File: src/rtl/ids_chebyshev_pkg.sv
// Shared definitions for the Chebyshev evaluation blocks: default widths,
// the supported polynomial order and the sequencer state encoding.
package ids_chebyshev_pkg;

  localparam int WORD_LENGTH_DEF  = 16;
  localparam int COEFF_LENGTH_DEF = 16;
  localparam int MAX_ORDER_DEF    = 8;
  localparam int ADDR_WIDTH_DEF   = 4;

  typedef enum logic {
    ST_IDLE  = 1'b0,
    ST_ISSUE = 1'b1
  } seq_state_t;

endpackage

File: src/rtl/ids_chebyshev_coeff_bank.sv
// Coefficient table c_0..c_MAX_ORDER: one synchronous write port, one
// combinational read port, cleared to zero by reset.
module ids_chebyshev_coeff_bank
  import ids_chebyshev_pkg::*;
#(
  parameter int COEFF_LENGTH = COEFF_LENGTH_DEF,
  parameter int MAX_ORDER    = MAX_ORDER_DEF,
  parameter int ADDR_WIDTH   = ADDR_WIDTH_DEF
) (
  input  logic                    clock,
  input  logic                    reset,
  input  logic                    we,
  input  logic [ADDR_WIDTH-1:0]   waddr,
  input  logic [COEFF_LENGTH-1:0] wdata,
  input  logic [ADDR_WIDTH-1:0]   raddr,
  output logic [COEFF_LENGTH-1:0] rdata
);

  localparam int DEPTH = MAX_ORDER + 1;
  localparam logic [ADDR_WIDTH-1:0] MAX_IDX = ADDR_WIDTH'(MAX_ORDER);

  logic [COEFF_LENGTH-1:0] mem [DEPTH];

  // Table storage: reset clears every entry, otherwise in-range writes land.
  always_ff @(posedge clock) begin
    if (reset) begin
      for (int i = 0; i < DEPTH; i++) begin
        mem[i] <= '0;
      end
    end else if (we && (waddr <= MAX_IDX)) begin
      mem[waddr] <= wdata;
    end
  end

  // Combinational read; out-of-range addresses read as zero.
  always_comb begin
    rdata = '0;
    if (raddr <= MAX_IDX) begin
      rdata = mem[raddr];
    end
  end

endmodule

File: src/rtl/ids_chebyshev_coeff_sequencer.sv
// Accepts one sample x, then streams coefficients c_N..c_0 (Clenshaw order)
// alongside x to the computation stage, one beat per out_valid/out_ready
// transfer. Table writes are only honoured while idle.
module ids_chebyshev_coeff_sequencer
  import ids_chebyshev_pkg::*;
#(
  parameter int WORD_LENGTH  = WORD_LENGTH_DEF,
  parameter int COEFF_LENGTH = COEFF_LENGTH_DEF,
  parameter int MAX_ORDER    = MAX_ORDER_DEF,
  parameter int ADDR_WIDTH   = ADDR_WIDTH_DEF
) (
  input  logic                    clock,
  input  logic                    reset,
  input  logic                    cfg_we,
  input  logic [ADDR_WIDTH-1:0]   cfg_addr,
  input  logic [COEFF_LENGTH-1:0] cfg_data,
  input  logic [ADDR_WIDTH-1:0]   cfg_order,
  output logic                    cfg_err,
  input  logic                    in_valid,
  output logic                    in_ready,
  input  logic [WORD_LENGTH-1:0]  in_data,
  output logic                    out_valid,
  input  logic                    out_ready,
  output logic [WORD_LENGTH-1:0]  out_data,
  output logic [COEFF_LENGTH-1:0] out_coeff,
  output logic                    out_first,
  output logic                    out_last,
  output logic                    busy
);

  localparam logic [ADDR_WIDTH-1:0] MAX_IDX = ADDR_WIDTH'(MAX_ORDER);

  // Requested orders above the table size are clamped to the top entry.
  function automatic logic [ADDR_WIDTH-1:0] clamp_order(input logic [ADDR_WIDTH-1:0] ord);
    return (ord > MAX_IDX) ? MAX_IDX : ord;
  endfunction

  seq_state_t              state;
  logic [ADDR_WIDTH-1:0]   idx;
  logic [ADDR_WIDTH-1:0]   order_r;
  logic [WORD_LENGTH-1:0]  x_r;
  logic                    err_r;
  logic                    bank_we;
  logic [COEFF_LENGTH-1:0] bank_rdata;

  // Writes are accepted only while idle and in range; the bank applies them
  // at the same edge that may accept a sample, so that sample sees the new value.
  assign bank_we = cfg_we && (state == ST_IDLE) && (cfg_addr <= MAX_IDX);

  ids_chebyshev_coeff_bank #(
    .COEFF_LENGTH (COEFF_LENGTH),
    .MAX_ORDER    (MAX_ORDER),
    .ADDR_WIDTH   (ADDR_WIDTH)
  ) u_bank (
    .clock (clock),
    .reset (reset),
    .we    (bank_we),
    .waddr (cfg_addr),
    .wdata (cfg_data),
    .raddr (idx),
    .rdata (bank_rdata)
  );

  // Sequencer FSM: accept in IDLE, walk idx down to zero in ISSUE.
  always_ff @(posedge clock) begin
    if (reset) begin
      state   <= ST_IDLE;
      idx     <= '0;
      order_r <= '0;
      x_r     <= '0;
      err_r   <= 1'b0;
    end else begin
      err_r <= cfg_we && ((state != ST_IDLE) || (cfg_addr > MAX_IDX));
      case (state)
        ST_IDLE: begin
          if (in_valid) begin
            x_r     <= in_data;
            order_r <= clamp_order(cfg_order);
            idx     <= clamp_order(cfg_order);
            state   <= ST_ISSUE;
          end
        end
        ST_ISSUE: begin
          if (out_ready) begin
            if (idx == '0) begin
              state <= ST_IDLE;
            end else begin
              idx <= idx - 1'b1;
            end
          end
        end
        default: state <= ST_IDLE;
      endcase
    end
  end

  assign in_ready  = (state == ST_IDLE) && !reset;
  assign out_valid = (state == ST_ISSUE);
  assign out_first = out_valid && (idx == order_r);
  assign out_last  = out_valid && (idx == '0);
  assign out_data  = x_r;
  assign out_coeff = bank_rdata;
  assign busy      = (state != ST_IDLE);
  assign cfg_err   = err_r;

endmodule

File: config.mk
export PLATFORM = sky130hd
export DESIGN_NAME = ids_chebyshev_coeff_sequencer
export DESIGN_NICKNAME = d
export VERILOG_FILES = /design/src/rtl/ids_chebyshev_pkg.sv /design/src/rtl/ids_chebyshev_coeff_bank.sv /design/src/rtl/ids_chebyshev_coeff_sequencer.sv
export SDC_FILE = /design/constraint.sdc
export NUM_CORES = 1
export LEC_CHECK = 0
export CORE_MARGIN = 10
export CORE_UTILIZATION = 59
export CTS_CLUSTER_DIAMETER = 80
export CTS_CLUSTER_SIZE = 30
export DETAILED_ROUTE_END_ITERATION = 7
export GPL_TIMING_DRIVEN = 0
export PLACE_DENSITY_LB_ADDON = 0.3
export REMOVE_ABC_BUFFERS = 1
export SYNTH_ARGS = -nofsm -noshare
export SYNTH_HDL_FRONTEND = slang
export SYNTH_SLANG_ARGS = --single-unit
File: constraint.sdc
create_clock -name clock -period 4.2 [get_ports clock]
set_input_delay 0.84 -clock clock [delete_from_list [all_inputs] [get_ports clock]]
set_output_delay 0.84 -clock clock [all_outputs]
set_load 0.05 [all_outputs]
==> results.cfg, run 1 <==
[worst_setup_path]
end_kind = output pin
critPathMaxFanout = 41
rr_startpoint = busy$_SDFF_PP0_
start_kind = flop
critPathRequiredTime_ps = 3360
cp.arrival_ps = 3060
critPathKind = flop to output pin

[global_routing]
grt_max_degree = 43
antenna_found_initial = 0
grt-ovfl-total = 0
grt_pass1_vias = 6848
grt_usage = 0.178
grt_pass1_wl_um = 36800

[timing]
finalSetupViolCount = 0
fmax_ghz = 0.257
fin_ws_ps = 304
relSlewSlack = 0.105
period_share = 0.928
hold_violations = 0
rsz0062_at_grt = false
skew_ps = 16.4
finalCriticalPeriod_ps = 3900
slew_viol_final = 0
worst_pin_slew_ps = 1340

[logic_synthesis]
synth_top_cell_by_area = edfxtp_1
yosysUniqueCellTypes = 44
synth.most_common_cell = edfxtp_1
synth_common_cells = edfxtp_1, and2_1, mux4_2, nand2_1
synth_warnings = 0
yosys.area.top_type_share = 0.647
yosys_register_bits = 286
ys_async_sr_fraction = 0
synth_flop_cell = edfxtp_1
synth_area_leaders = edfxtp_1, mux4_2, and2_1
syn_avg_cell_area_um2 = 16.5
synth-seq-area-share = 0.698
netlist_area_mm2 = 0.0119
synth_enable_flop_cells = 256
postSynthCellCount = 721

[placed_design]
hpwl_um = 14600
port_buffers = 82
dp_slack_ps = -657
dpl_cell_area_mm2 = 0.0135
gp_congestion = 0.730

[clock_tree]
clk_latency_ps = 500
max-clock-path-buffers = 3
cts.sinks = 286
clk_pin_slew_ps = 110
cts_tree = yes
cts_buffers = 14
clock-root-buffer = clkbuf_16
cts_max_level = 1

[floorplan]
coreArea_mm2 = 0.0197
die_x_um = 162
ios = 83
start_util = 0.604
die_y_um = 162
rows = 51
die_area_mm2 = 0.0262

[detailed_routing]
drt-pass1-iter-count = 5
wl_per_cell_um = 20.0
drt-initial-drc-count = 547
routed_wl_um = 23700
drc = 0
via_count = 6543
drtAntennaViolNets = 0
via_per_inst = 5.53

[outcome]
status = finished clean

[power]
p_per_area_mw_per_mm2 = 415
power_leakage_nw = 5.06
peakVddDrop_mv = 0.370

[cells_and_area]
diodes = 0
stdcell_area_mm2 = 0.0141
layout-area-overhead-vs-synth_pct = 18.8
nNetsFinal = 957
layout-drive-gt1-share = 0.134

[min_path]
worstHoldStart = out_data[14]$_SDFFE_PP0P_
hp-class = flop to flop

[job]
maxCapViolCount = 0
## cells in the final DEF, fill, tap and decap left out, drive strengths merged, types with 2 or more instances in the layout
master	Yosys	final
o21ai	8	8
o22ai	2	2
a211oi	5	5
nand3	2	2
or2	4	4
mux2i	3	3
nand2	57	57
ha	2	2
buf	11	18
nor2b	2	2
conb	1	112
a21oi	23	23
nand3b	4	4
inv	7	9
edfxtp	256	256
mux4	64	64
clkbuf	27	20
a22oi	30	30
dfxtp	30	30
nor3b	4	4
nand2b	4	4
nor2	13	13
clkdlybuf4s50	0	81
and2	144	144
or3	3	3
xnor2	3	3
nor3	4	4
## cells by family after synthesis
logic type | Yosys count | share of synthesized area
muxes | 67 | 0.124
xor gates and xnor gates | 4 | 0.00295
other | 1 | 0.000316
DFF | 286 | 0.698
and+or+nand+nor | 243 | 0.117
adders and majority gates | 2 | 0.00211
AOI/OAI and AO/OA | 73 | 0.0401
buffers and inverters | 45 | 0.0158
## metal layers
metal	track usage	vias up	share of wire
li1	-	3000	-
met1	0.224	3227	0.40
met2	0.302	277	0.49
met3	0.0463	39	0.089
met4	0.0434	0	0.018
met5	0	-	0
## critical path: stages, from the launching register on
cell             delay, ps
dfxtp_4                580
buf_16                 340
mux4_2                 550
a22oi_1                260
nand2_1                 90
clkdlybuf4s50_1        710
## where the power goes
part           total, mW  switching, mW  internal, mW
Sequential          3.34         0.0792          3.27
Combinational      0.869          0.507         0.362
Clock               1.65          0.893         0.754
## stage by stage
step / setup TNS (ps) / util / instances / hold slack (ps) / power [mW]
floorplan: -8520 / - / 794 / 442 / 3.93
global placement: -166840 / 0.676 / 1141 / 441 / 4.23
detailed placement: -27140 / 0.689 / 1151 / 446 / 4.26
CTS: 0 / 0.715 / 1178 / 459 / 5.89
global route: 0 / 0.718 / 1183 / 481 / 6.05
finish: 0 / 0.718 / 1183 / 458 / 5.86
## sequential cells by signal (all words and copies together) (netlist names), named ones only
| name | count |
|---|---|
| u_bank.mem | 256 |
| cfg_err | 1 |
| out_data | 16 |
| order_r | 4 |
| busy | 1 |
| idx | 4 |
## area by class of cell
class / instances / area (µm²)
Clock buffer: 20 / 394
Clock inverter: 4 / 77.6
Fill cell: 1341 / 5540
Inverter: 7 / 26.3
Multi-Input combinational cell: 501 / 3890
Sequential cell: 286 / 8300
Tap cell: 265 / 332
Timing Repair Buffer: 100 / 1100
## what timing repair did
action,CTS,global route
buffers inserted,3,5
gates resized for setup,1,1
hold buffers,0,0
pin swaps,3,2
hold endpoints to repair,0,0
endpoints found under the setup margin,47,33
## worst paths after layout
path | slack (ps) | depth (start not counted) | end
worst min register to register | 460 | 2 | out_data[14]$_SDFFE_PP0P_
worst min-delay path | 460 | 2 | out_data[14]$_SDFFE_PP0P_
worst max-delay path | 300 | 5 | out_coeff[11]
worst max register to register | 1520 | 3 | u_bank.mem[4][7]$_SDFFCE_PN0P_
Power figures use the tool's default switching activity.
==> inputs of run 2 (changes only) <==
--- a/config.mk
+++ b/config.mk
@@ -6,7 +6,7 @@
 export NUM_CORES = 1
 export LEC_CHECK = 0
 export CORE_MARGIN = 10
-export CORE_UTILIZATION = 59
+export CORE_UTILIZATION = 54
 export CTS_CLUSTER_DIAMETER = 80
 export CTS_CLUSTER_SIZE = 30
 export DETAILED_ROUTE_END_ITERATION = 7
@@ -15,4 +15,5 @@
 export REMOVE_ABC_BUFFERS = 1
 export SYNTH_ARGS = -nofsm -noshare
 export SYNTH_HDL_FRONTEND = slang
+export SYNTH_HIERARCHICAL = 1
 export SYNTH_SLANG_ARGS = --single-unit
==> results.cfg, run 2 <==
[logic_synthesis]
ys_async_sr_fraction = 0
synth_top_cell_by_area = edfxtp_1
yosysUniqueCellTypes = 46
synth_common_cells = and2_1, edfxtp_1, nand2_1, a21oi_1, mux2i_1
synth_enable_flop_cells = 144
synth_warnings = 6
yosys_register_bits = 170
synth-seq-area-share = 0.620
syn_avg_cell_area_um2 = 13.2
synth_area_leaders = edfxtp_1, and2_1, dfxtp_1
yosys.area.top_type_share = 0.554
postSynthCellCount = 593
netlist_area_mm2 = 0.00781
synth.most_common_cell = and2_1
synth_flop_cell = edfxtp_1

[floorplan]
ios = 83
die_x_um = 140
coreArea_mm2 = 0.0140
die_area_mm2 = 0.0197
start_util = 0.556
die_y_um = 140
rows = 43

[timing]
finalSetupViolCount = 0
skew_ps = 6.28
fin_ws_ps = 202
fmax_ghz = 0.250
hold_violations = 0
finalCriticalPeriod_ps = 4000
worst_pin_slew_ps = 1390
period_share = 0.952
slew_viol_final = 0
rsz0062_at_grt = false
relSlewSlack = 0.0724

[global_routing]
grt_pass1_wl_um = 28000
grt_max_degree = 47
grt-ovfl-total = 0
grt_usage = 0.185
antenna_found_initial = 0
grt_pass1_vias = 5079

[clock_tree]
clk_pin_slew_ps = 60
cts_max_level = 4
max-clock-path-buffers = 2
cts_buffers = 17
clock-root-buffer = clkbuf_16
cts.sinks = 170
cts_tree = yes
clk_latency_ps = 430
holdBufCountCts = 0

[cells_and_area]
largest_reg_flops = 144
fillers = 998
final_cells = 855
layout-drive-gt1-share = 0.114
layout_common_cells = and2_1, edfxtp_1, clkdlybuf4s50_1
regMostFlops = u_bank/mem
nNetsFinal = 709
layout-area-overhead-vs-synth_pct = 19.6
layout_commonest_cell = and2_1
multi_input_area_mm2 = 0.00278
seq_area_mm2 = 0.00485
diodes = 0

[worst_setup_path]
critical_path.max_stage_delay_ps = 1090
cp_slowest_cell = nor2_1
critPathKind = flop to output pin
cp.arrival_ps = 3160
critPathMaxFanout = 23
crit_path_cell_trace = nor2_1, a221o_1, a21oi_1, clkdlybuf4s50_1
rr_startpoint = busy$_SDFF_PP0_
end_kind = output pin
critPathLaunch = idx[3]$_SDFFE_PP0P_
critPathRequiredTime_ps = 3360
rrSetupSlack_ps = 1060
ff2ff_path_depth = 5
timing.rr.end = u_bank/mem[0][3]$_SDFFCE_PN0P_
start_kind = flop
endpoint = out_coeff[1]

[power]
p_int_mw = 3.10
switching_share = 0.268
peakVddDrop_mv = 0.328
power_leakage_nw = 3.32
seqPwrFrac = 0.460
switchingPower_mw = 1.14
pwr-share-clk = 0.366
p_per_area_mw_per_mm2 = 454
share_comb_of_total_power = 0.174

[outcome]
status = finished clean

[detailed_routing]
wl_per_cell_um = 21.2
drt-pass1-iter-count = 8
via_count = 4999
drtAntennaViolNets = 0
via_per_inst = 5.85
routed_wl_um = 18200
drt-initial-drc-count = 422
drc = 0

[job]
maxCapViolCount = 0

[min_path]
hp-class = flop to flop

[placed_design]
gp_congestion = 0.746
dp_slack_ps = -253
dp_cells = 821
hpwl_um = 11200
port_buffers = 82
## run 2: cell types whose count changed after synthesis, moves of 16 or more
cell / previous run / this run
a221o_1: 0 / 16
a21boi_0: 0 / 16
edfxtp_1: 256 / 144
mux4_2: 64 / 16
a21oi_1: 23 / 40
a22oi_1: 30 / 0
mux2i_1: 3 / 33
## run 2: kinds of logic after synthesis
| family | count (synthesis) | share of synthesized area |
|---|---|---|
| xor gates and xnor gates | 4 | 0.00449 |
| buffers and inverters | 40 | 0.0240 |
| muxes | 50 | 0.0899 |
| and+or+nand+nor | 249 | 0.191 |
| DFF | 170 | 0.620 |
| AOI/OAI and AO/OA | 78 | 0.0668 |
| adders and majority gates | 2 | 0.00320 |
## run 2: power by group through the flow
stage | clock network (mW) | registers [mW] | logic (mW)
4_1_cts | 1.57 | 1.95 | 0.742
5_1_grt | 1.65 | 1.95 | 0.775
3_3_place_gp | 0 | 2.01 | 0.686
3_5_place_dp | 0 | 1.98 | 0.732
2_1_floorplan | 0 | 2.02 | 0.395
6_report | 1.55 | 1.95 | 0.736
## run 2: area by class of cell
class	count	share of cell area
Clock buffer	18	0.0460
Multi-Input combinational cell	383	0.298
Tap cell	180	0.0241
Clock inverter	14	0.0166
Sequential cell	170	0.520
Timing Repair Buffer	86	0.0941
Inverter	4	0.00161
## run 2: worst min path at each step
stage                                    startpoint                         to  slack (ps)  cells after the start
after CTS                 out_data[14]$_SDFFE_PP0P_  out_data[14]$_SDFFE_PP0P_         460                      2
after global routing       out_data[2]$_SDFFE_PP0P_   out_data[2]$_SDFFE_PP0P_         470                      2
after detailed placement  out_data[12]$_SDFFE_PP0P_  out_data[12]$_SDFFE_PP0P_         450                      2
after floorplan             order_r[0]$_SDFFE_PP0P_    order_r[0]$_SDFFE_PP0P_         440                      2
final                     out_data[14]$_SDFFE_PP0P_  out_data[14]$_SDFFE_PP0P_         450                      2
after global placement    out_data[14]$_SDFFE_PP0P_  out_data[14]$_SDFFE_PP0P_         440                      2
## run 2: routing by layer
metal | part of all wire | vias to the layer above | routed length [µm] | GRT usage
met5 | 0 | - | 0 | 0
met4 | 0.018 | 0 | 318 | 0.0707
met3 | 0.063 | 22 | 1140 | 0.0426
met2 | 0.51 | 174 | 9200 | 0.315
met1 | 0.41 | 2521 | 7500 | 0.222
li1 | - | 2282 | - | -
## run 2: critical path, delay by kind of cell (launching register included)
family,cells,cell delay [ps]
flip-flops,1,460
AND/OR/NAND/NOR,1,1090
buffers and inverters,1,720
AO/OA/AOI/OAI,2,450
## run 2: through the flow
step | util | hold WS (ps) | setup TNS (ps) | area [µm²] | power, mW
floorplan | - | 442 | -627 | 7640 | 2.42
global placement | 0.618 | 440 | -27720 | 8680 | 2.70
detailed placement | 0.622 | 449 | -16370 | 8730 | 2.71
CTS | 0.665 | 457 | 0 | 9340 | 4.26
global route | 0.665 | 469 | 0 | 9340 | 4.37
finish | 0.665 | 452 | 0 | 9340 | 4.23
## run 2: what timing repair did
| action | 4_1_cts | 5_1_grt |
|---|---|---|
| buffers inserted | 2 | 0 |
| resized for setup | 1 | 1 |
| pin swaps | 1 | 0 |
| endpoints found under the setup margin | 16 | 1 |
